<file path="config.mk">
export PLATFORM = sky130hd
export DESIGN_NAME = trace_packetizer
export DESIGN_NICKNAME = d
export VERILOG_FILES = /design/src/rtl/trace_packetizer.sv
export SDC_FILE = /design/constraint.sdc
export NUM_CORES = 1
export LEC_CHECK = 0
export ABC_AREA = 1
export CAP_MARGIN = 10
export CORE_ASPECT_RATIO = 1.75
export CORE_MARGIN = 4
export CORE_UTILIZATION = 65
export DETAILED_ROUTE_END_ITERATION = 8
export HOLD_SLACK_MARGIN = 0.02
export PLACE_DENSITY_LB_ADDON = 0.05
export SLEW_MARGIN = 25
export SYNTH_ARGS = -nofsm -noshare
export SYNTH_HDL_FRONTEND = slang
export SYNTH_SLANG_ARGS = --single-unit
export TNS_END_PERCENT = 20
</file>
<file path="constraint.sdc">
create_clock -name clk -period 7.47 [get_ports clk]
set_input_delay 1.494 -clock clk [delete_from_list [all_inputs] [get_ports clk]]
set_output_delay 1.494 -clock clk [all_outputs]
set_load 0.1 [all_outputs]
</file>
<file path="src/rtl/trace_packetizer.sv">
// trace_packetizer: buffers {flag, payload} trace words in a small FIFO and
// frames each one as a packet of narrow flits: a header holding the flag and a
// sequence number, then the payload slices with the least significant slice first.
// Optional feature macro: TRACE_PKT_PARITY_EN appends an XOR parity flit to each packet.
module trace_packetizer #(
  parameter int unsigned sample_width_p    = 16,
  parameter int unsigned flit_width_p      = 8,
  parameter int unsigned fifo_addr_width_p = 3
) (
  input  logic                      clk,
  input  logic                      rst,
  input  logic [sample_width_p:0]   in_data,
  input  logic                      in_valid,
  output logic                      in_ready,
  output logic [flit_width_p-1:0]   flit_data,
  output logic                      flit_valid,
  input  logic                      flit_ready,
  output logic                      flit_last
);

  localparam int unsigned P     = (sample_width_p + flit_width_p - 1) / flit_width_p;
  localparam int unsigned PW    = P * flit_width_p;
  localparam int unsigned BW    = (P > 1) ? $clog2(P) : 1;
  localparam int unsigned DEPTH = 1 << fifo_addr_width_p;
  localparam logic [BW-1:0]                LAST_BEAT = BW'(P - 1);
  localparam logic [fifo_addr_width_p:0]   FULL_CNT  = {1'b1, {fifo_addr_width_p{1'b0}}};

  typedef enum logic [1:0] {
    S_IDLE = 2'd0,
    S_HDR  = 2'd1,
    S_PLD  = 2'd2
`ifdef TRACE_PKT_PARITY_EN
    , S_PAR = 2'd3
`endif
  } state_t;

  logic [sample_width_p:0]        r_mem [DEPTH];
  logic [fifo_addr_width_p-1:0]   r_wr_ptr;
  logic [fifo_addr_width_p-1:0]   r_rd_ptr;
  logic [fifo_addr_width_p:0]     r_count;
  state_t                         r_state;
  logic [sample_width_p:0]        r_hold;
  logic [BW-1:0]                  r_beat;
  logic [flit_width_p-2:0]        r_seq;

  state_t                         w_state_nxt;
  logic                           w_push;
  logic                           w_load;
  logic                           w_fifo_ne;
  logic                           w_beat_clr;
  logic                           w_beat_inc;
  logic                           w_seq_inc;
  logic [PW-1:0]                  w_pad;
  logic [flit_width_p-1:0]        w_slice;
  logic [flit_width_p-1:0]        w_header;
`ifdef TRACE_PKT_PARITY_EN
  logic [flit_width_p-1:0]        w_parity;
`endif

  // in_ready comes from the count register alone, so a full FIFO stays
  // closed for the cycle in which a pop happens and reopens on the next one.
  assign in_ready  = (r_count != FULL_CNT);
  assign w_push    = in_valid && in_ready;
  assign w_fifo_ne = (r_count != '0);
  assign w_header  = {r_hold[sample_width_p], r_seq};

  // FIFO storage write
  always_ff @(posedge clk) begin
    if (w_push) begin
      r_mem[r_wr_ptr] <= in_data;
    end
  end

  // FIFO pointers and occupancy
  always_ff @(posedge clk) begin
    if (rst) begin
      r_wr_ptr <= '0;
      r_rd_ptr <= '0;
      r_count  <= '0;
    end else begin
      if (w_push) r_wr_ptr <= r_wr_ptr + 1'b1;
      if (w_load) r_rd_ptr <= r_rd_ptr + 1'b1;
      case ({w_push, w_load})
        2'b10:   r_count <= r_count + 1'b1;
        2'b01:   r_count <= r_count - 1'b1;
        default: r_count <= r_count;
      endcase
    end
  end

  // Holding register, beat counter and sequence number
  always_ff @(posedge clk) begin
    if (rst) begin
      r_hold <= '0;
      r_beat <= '0;
      r_seq  <= '0;
    end else begin
      if (w_load) r_hold <= r_mem[r_rd_ptr];
      if (w_beat_clr) begin
        r_beat <= '0;
      end else if (w_beat_inc) begin
        r_beat <= r_beat + 1'b1;
      end
      if (w_seq_inc) r_seq <= r_seq + 1'b1;
    end
  end

  // Payload slice selection (top slice zero-padded) and parity over the packet
  always_comb begin
    w_pad = '0;
    w_pad[sample_width_p-1:0] = r_hold[sample_width_p-1:0];
    w_slice = '0;
`ifdef TRACE_PKT_PARITY_EN
    w_parity = w_header;
`endif
    for (int unsigned i = 0; i < P; i++) begin
      if (r_beat == BW'(i)) w_slice = w_pad[i*flit_width_p +: flit_width_p];
`ifdef TRACE_PKT_PARITY_EN
      w_parity = w_parity ^ w_pad[i*flit_width_p +: flit_width_p];
`endif
    end
  end

  // FSM state register
  always_ff @(posedge clk) begin
    if (rst) r_state <= S_IDLE;
    else     r_state <= w_state_nxt;
  end

  // FSM next state and flit outputs; end of packet reloads directly from the
  // FIFO so consecutive packets leave without a bubble
  always_comb begin
    w_state_nxt = r_state;
    flit_valid  = 1'b0;
    flit_last   = 1'b0;
    flit_data   = '0;
    w_load      = 1'b0;
    w_beat_clr  = 1'b0;
    w_beat_inc  = 1'b0;
    w_seq_inc   = 1'b0;
    case (r_state)
      S_IDLE: begin
        if (w_fifo_ne) begin
          w_load      = 1'b1;
          w_state_nxt = S_HDR;
        end
      end
      S_HDR: begin
        flit_valid = 1'b1;
        flit_data  = w_header;
        if (flit_ready) begin
          w_beat_clr  = 1'b1;
          w_state_nxt = S_PLD;
        end
      end
      S_PLD: begin
        flit_valid = 1'b1;
        flit_data  = w_slice;
`ifndef TRACE_PKT_PARITY_EN
        flit_last  = (r_beat == LAST_BEAT);
`endif
        if (flit_ready) begin
          if (r_beat != LAST_BEAT) begin
            w_beat_inc = 1'b1;
          end else begin
`ifdef TRACE_PKT_PARITY_EN
            w_state_nxt = S_PAR;
`else
            w_seq_inc = 1'b1;
            if (w_fifo_ne) begin
              w_load      = 1'b1;
              w_state_nxt = S_HDR;
            end else begin
              w_state_nxt = S_IDLE;
            end
`endif
          end
        end
      end
`ifdef TRACE_PKT_PARITY_EN
      S_PAR: begin
        flit_valid = 1'b1;
        flit_last  = 1'b1;
        flit_data  = w_parity;
        if (flit_ready) begin
          w_seq_inc = 1'b1;
          if (w_fifo_ne) begin
            w_load      = 1'b1;
            w_state_nxt = S_HDR;
          end else begin
            w_state_nxt = S_IDLE;
          end
        end
      end
`endif
      default: w_state_nxt = S_IDLE;
    endcase
  end

endmodule
</file>
==> impl_results.md, run 1 <==
- Outcome: complete, no violations
- DRT Pass-1 Iters: 5
- Maximum fanout along the worst path: 9
- Final Power: 2.962 mW
- Worst Setup SP: r_state[0]
- Clock skew: 0.01323 ns
- R2r endpoint: r_count[3]
- Die Height: 151.7 um
- Hold path cells: 2
- Antenna violations before repair: 0
- CP arrival: 2.96 ns
- Final Hold Vio Count: 0
- DR vias: 5437
- Fin crit period: 4.458 ns
- Die X-Extent: 90.11 um
- Routed Antenna Nets: 0
- Post-Synthesis Cells: 801
- Maxcap violations: 0
- Antenna Cells: 0
- H-tree Lvls: 4
- Initial core utilization: 66.22%
- PortBufs: 31
- # fillers: 809
- R2R depth: 16
- Worst Setup End Kind: output pin
- Layout cells sized above 1: 8.086%
- Global-route wire length before repair: 25900 um
- Mean Syn Cell Area: 9.574 sq um
- Reg2reg start: r_state[0]
- Hold Path Class: flop to flop
- Worst-Margin Slew: 1.014 ns
- CTS-repair resized insts: 0
- Most frequent cells in the layout: 246 x nand2_1, 136 x edfxtp_1, 131 x inv_1
- Slew Limit Headroom: 32.34%
- Register area share after synthesis: 62.91%
- Min Hold Slack: 0.4681 ns
- Total GRT Usage: 24.59%
- Worst Setup Start Kind: flop
- Synthesized Nets: 834
- Syn-to-layout area delta: 12.48%
- Critical path endpoint: flit_data[6]
- Iteration-0 DRC Markers: 482
- Vias per Instance: 5.571
- # setup viols final: 0
- # rows: 52
- Clock Sinks: 173
- Number of CTS-inserted buffers: 17
- Crit path kind: flop to output pin
- Dominant cells by area after synthesis: edfxtp_1 53%, nand2_1 12%, dfxtp_1 9.7%
- Tcrit/Tclk final: 59.67%
- Clock Pin Slew Worst Setup and Hold Paths: 0.06 ns
- WP data required: 5.98 ns
- HPWL after detailed placement: 9967 um
- Synth Register Bits: 173
- CTS tree: yes
- Clock Tree Root: clkbuf_16
- R2R Setup Slk: 4.49 ns
- Core area: 11580 sq um
- Fin nets: 862
- Netlist cell types: 32
- Lkg Pwr: 3.688 nW
- WL final: 16450 um
- Vias in the first global route: 5296
- FMAX: 224.3 MHz
- Synth top area share: 53.26%
- Fin util: 74.48%
- Maximum VDD drop: 0.0001779 V
- PD cells: 343.3 nW/um^2
- Commonest non-fill, non-tap cell in the layout: nand2_1
- Post-synth top area cell: edfxtp_1
- Largest net degree at the start of global routing: 71
- Die Area: 13670 sq um
- YS warnings: 0
- Mapped Area: 7669 sq um
- Clk buf depth: 2
- Unrepaired setup endpoints after global routing: no
- DRC errors left: 0
- Clock latency on the worst-skew pair: 0.42 ns
- GP Congestion: 0.7986
- Max-slew violation count: 0
- Post-CTS setup buffers: 0
- Hold_buf cts: 0
- I/O pin cnt: 32
- Final TNS setup: 0 ns
- Gr ovfl total: 0
- WL/cell: 16.86 um
-- layer usage --
metal | vias up | global-route usage, % | part of all wire (%)
met5 | - | 0 | 0
met4 | 0 | 9.969 | 2.0
met3 | 27 | 3.903 | 4.1
met2 | 166 | 47.10 | 56
met1 | 2613 | 27.05 | 38
li1 | 2631 | - | -
-- per-stage QoR --
step | cells | setup WS (ns) | instance area, sq um
detailed placement | 945 | 3.417 | 8080
global placement | 945 | 3.554 | 8077
finish | 976 | 3.012 | 8626
CTS | 976 | 2.995 | 8626
global route | 976 | 2.853 | 8626
floorplan | 801 | 3.740 | 7669
-- final cells by class --
class | instances | area (sq um) | area share, %
repair buffers | 42 | 392.9 | 4.555
multi-input cells | 459 | 2171 | 25.17
well taps | 135 | 168.9 | 1.958
clock buffers | 17 | 425.4 | 4.932
clock inverters | 14 | 120.1 | 1.393
inverters | 136 | 521.8 | 6.049
flip-flops and latches | 173 | 4826 | 55.95
-- flip-flops by register name, indices dropped and copies added, names as in the netlist --
name,count
r_count,4
r_wr_ptr,3
r_rd_ptr,3
r_beat,1
r_hold,17
r_state,2
r_seq,7
r_mem,136
-- where the power goes --
group	internal, mW	switching (mW)
registers	1.14	0.0570
clock network	0.457	0.353
logic	0.277	0.678
-- cell families (layout without fill, tap and decap cells) --
| family | count (synthesis) | in the layout | share of synthesized area (%) |
|---|---|---|---|
| simple gates | 400 | 400 | 22.61 |
| buf+inv | 169 | 209 | 8.778 |
| flops | 173 | 173 | 62.91 |
| fa+ha+maj | 12 | 12 | 2.056 |
| compound gates | 45 | 45 | 3.410 |
| xor+xnor | 2 | 2 | 0.2285 |
-- cell usage after synthesis --
cell type	n
clkinv_1	2
nand2_2	2
inv_2	1
nand2_1	246
nand4_1	1
and3_1	1
a21oi_1	25
xor2_1	1
clkinv_4	1
ha_1	11
clkbuf_1	20
edfxtp_1	136
o21ai_0	9
inv_4	1
or2_2	1
nand3_2	8
nor2_1	21
buf_2	12
a21oi_2	8
dfxtp_1	37
fa_1	1
o21a_1	1
nor2_2	2
nand3_1	111
buf_12	1
a211oi_1	1
nand2_4	2
nor3b_1	2
nor3_1	3
o22ai_1	1
xnor2_1	1
inv_1	131
-- worst min path at each step --
stage,to,from,slack (ns)
global placement,r_hold[2],r_hold[2],0.46
global route,r_hold[2],r_hold[2],0.49
detailed placement,r_hold[2],r_hold[2],0.46
floorplan,r_hold[0],r_hold[0],0.44
CTS,r_hold[2],r_hold[2],0.47
finish,r_hold[2],r_hold[2],0.47
-- critical path: stages, from the launching register on --
cell             delay, ns
dfxtp_1               0.34
inv_1                 0.11
ha_1                  0.28
inv_1                 0.08
nor2_2                0.30
nand2_1               0.10
nand3_1               0.09
nand2_1               0.06
inv_1                 0.06
clkdlybuf4s50_1       1.12
Note: power is estimated with default switching activity, not from simulation.
==> run 2: changes to the inputs <==
- CORE_UTILIZATION: 65 -> 60
- clock period: 7.47 -> 4.5 ns (I/O delays scaled with it)
==> run 2 against run 1 <==
Against the previous run:
- total power grew 67%
- first-iteration DRC count down 29%
- critical path depth did not move
- worst setup slack worse by 2.3 ns
- wire length increased by 0.84%
- combinational power grew 67%
- die area is 7.7% higher
- clock power increased by 70%
- global-route usage down 0.81 points
- largest power group unchanged
==> impl_results.md, run 2 (synthesized netlist as in run 1, its figures left out) <==
- Largest net degree at the start of global routing: 70
- Vias per Instance: 5.320
- Clk buf depth: 2
- # setup viols final: 0
- CTS tree: yes
- Syn-to-layout area delta: 13.30%
- Max-slew violation count: 0
- WL/cell: 16.38 um
- Worst Setup End Kind: output pin
- Vias in the first global route: 5219
- R2R Setup Slk: 1.49 ns
- Unrepaired setup endpoints after global routing: no
- Lkg Pwr: 3.727 nW
- Clock Sinks: 173
- PD cells: 570.1 nW/um^2
- Routed Antenna Nets: 0
- Placed cells: 981
- Most flop-heavy register: r_mem
- Initial core utilization: 61.35%
- Hold wc startpoint: r_hold[16]
- Final TNS setup: 0 ns
- Layout cells sized above 1: 9.349%
- Core area: 12500 sq um
- Clock Pin Slew Worst Setup and Hold Paths: 0.06 ns
- Final Hold Vio Count: 0
- WP data required: 3.60 ns
- FMAX: 264.2 MHz
- WL final: 16590 um
- Crit path kind: flop to output pin
- Most frequent cells in the layout: 246 x nand2_1, 136 x edfxtp_1, 131 x inv_1
- # fillers: 921
- Register Area: 4826 sq um
- Area after DPL: 8127 sq um
- Pre-CTS WS: 1.015 ns
- Hold Path Class: flop to flop
- Clock Tree Root: clkbuf_16
- Antenna Cells: 0
- Clock latency on the worst-skew pair: 0.42 ns
- Tcrit/Tclk final: 84.11%
- Clock skew: 0.01159 ns
- CP arrival: 2.88 ns
- Commonest non-fill, non-tap cell in the layout: nand2_1
- Die Area: 14730 sq um
- DRC errors left: 0
- Iteration-0 DRC Markers: 344
- Maxcap violations: 0
- Biggest regs: r_mem: 136 flops, r_hold: 17 flops, r_seq: 7 flops
- Hold_buf cts: 0
- Worst-Margin Slew: 0.9820 ns
- R2r endpoint: r_count[3]
- Outcome: complete, no violations
- I/O pin cnt: 32
- Max reg flops: 136
- Hold path cells: 2
- Die Height: 157.6 um
- Total GRT Usage: 23.77%
- Post-CTS setup buffers: 0
- DR vias: 5389
- Reg2reg start: r_state[0]
- Worst Setup Start Kind: flop
- Final Cell Area: 8688 sq um
- HPWL after detailed placement: 10040 um
- DRT Pass-1 Iters: 5
- CTS-repair resized insts: 0
- Post-Layout Cell Count: 1013
- Endpoint, Worst Hold: r_hold[16]
- Antenna violations before repair: 0
- Number of CTS-inserted buffers: 17
- Maximum VDD drop: 0.0003208 V
- PortBufs: 31
- # rows: 54
- Global-route wire length before repair: 26320 um
- Fin nets: 865
- Maximum fanout along the worst path: 9
- H-tree Lvls: 4
- R2R depth: 16
- Gr ovfl total: 0
- PnR worst setup slack: 0.7152 ns
- Area of the multi-input gates: 2171 sq um
- GP Congestion: 0.8534
- Fin crit period: 3.785 ns
- Die X-Extent: 93.46 um
- Min Hold Slack: 0.4859 ns
- Slew Limit Headroom: 34.33%
-- run 2: where the power goes --
part           leakage, nW  internal, mW  total [mW]  switching [mW]
combinational         1.91         0.465        1.59            1.12
clock                0.274         0.770        1.38           0.612
sequential            1.54          1.89        1.98          0.0905
-- run 2: critical path, cell delays in order (launching register included) --
cell and delay [ns]:
dfxtp_1 0.34, inv_1 0.12, ha_1 0.28, inv_1 0.08, nor2_2 0.27, nand2_1 0.09
nand3_1 0.08, nand2_1 0.05, inv_1 0.05, clkdlybuf4s50_1 1.12
-- run 2: worst max path at each step --
stage / start / endpoint / slack (ns) / depth (start not counted)
after floorplan: r_state[0] / flit_data[0] / 1.36 / 5
after global placement: flit_ready / r_count[3] / 1.14 / 13
after detailed placement: flit_ready / r_count[3] / 1.02 / 13
after CTS: r_state[0] / flit_data[0] / 0.70 / 9
after global routing: r_state[0] / flit_data[0] / 0.58 / 9
final: r_state[0] / flit_data[3] / 0.72 / 9
-- run 2: cell type report --
class	instances	share of cell area [%]
Sequential cell	173	55.54
Multi-Input combinational cell	459	24.99
Inverter	136	5.976
Clock buffer	17	4.896
Timing Repair Buffer	45	4.608
Tap cell	168	2.419
Clock inverter	15	1.570
-- run 2: stage by stage --
stage / power [mW] / util (%)
3_3_place_gp: 3.533 / 65.01
4_1_cts: 4.975 / 69.51
5_1_grt: 5.239 / 69.51
2_1_floorplan: 3.212 / -
3_5_place_dp: 3.591 / 65.02
6_report: 4.953 / 69.51
-- run 2: routing by layer --
metal  vias to the layer above  track usage [%]  wire, um
li1                       2646                -         -
met1                      2548            27.79      6521
met2                       154            42.63      8958
met3                        41            3.922       683
met4                         0            10.34       426
met5                         -                0         0
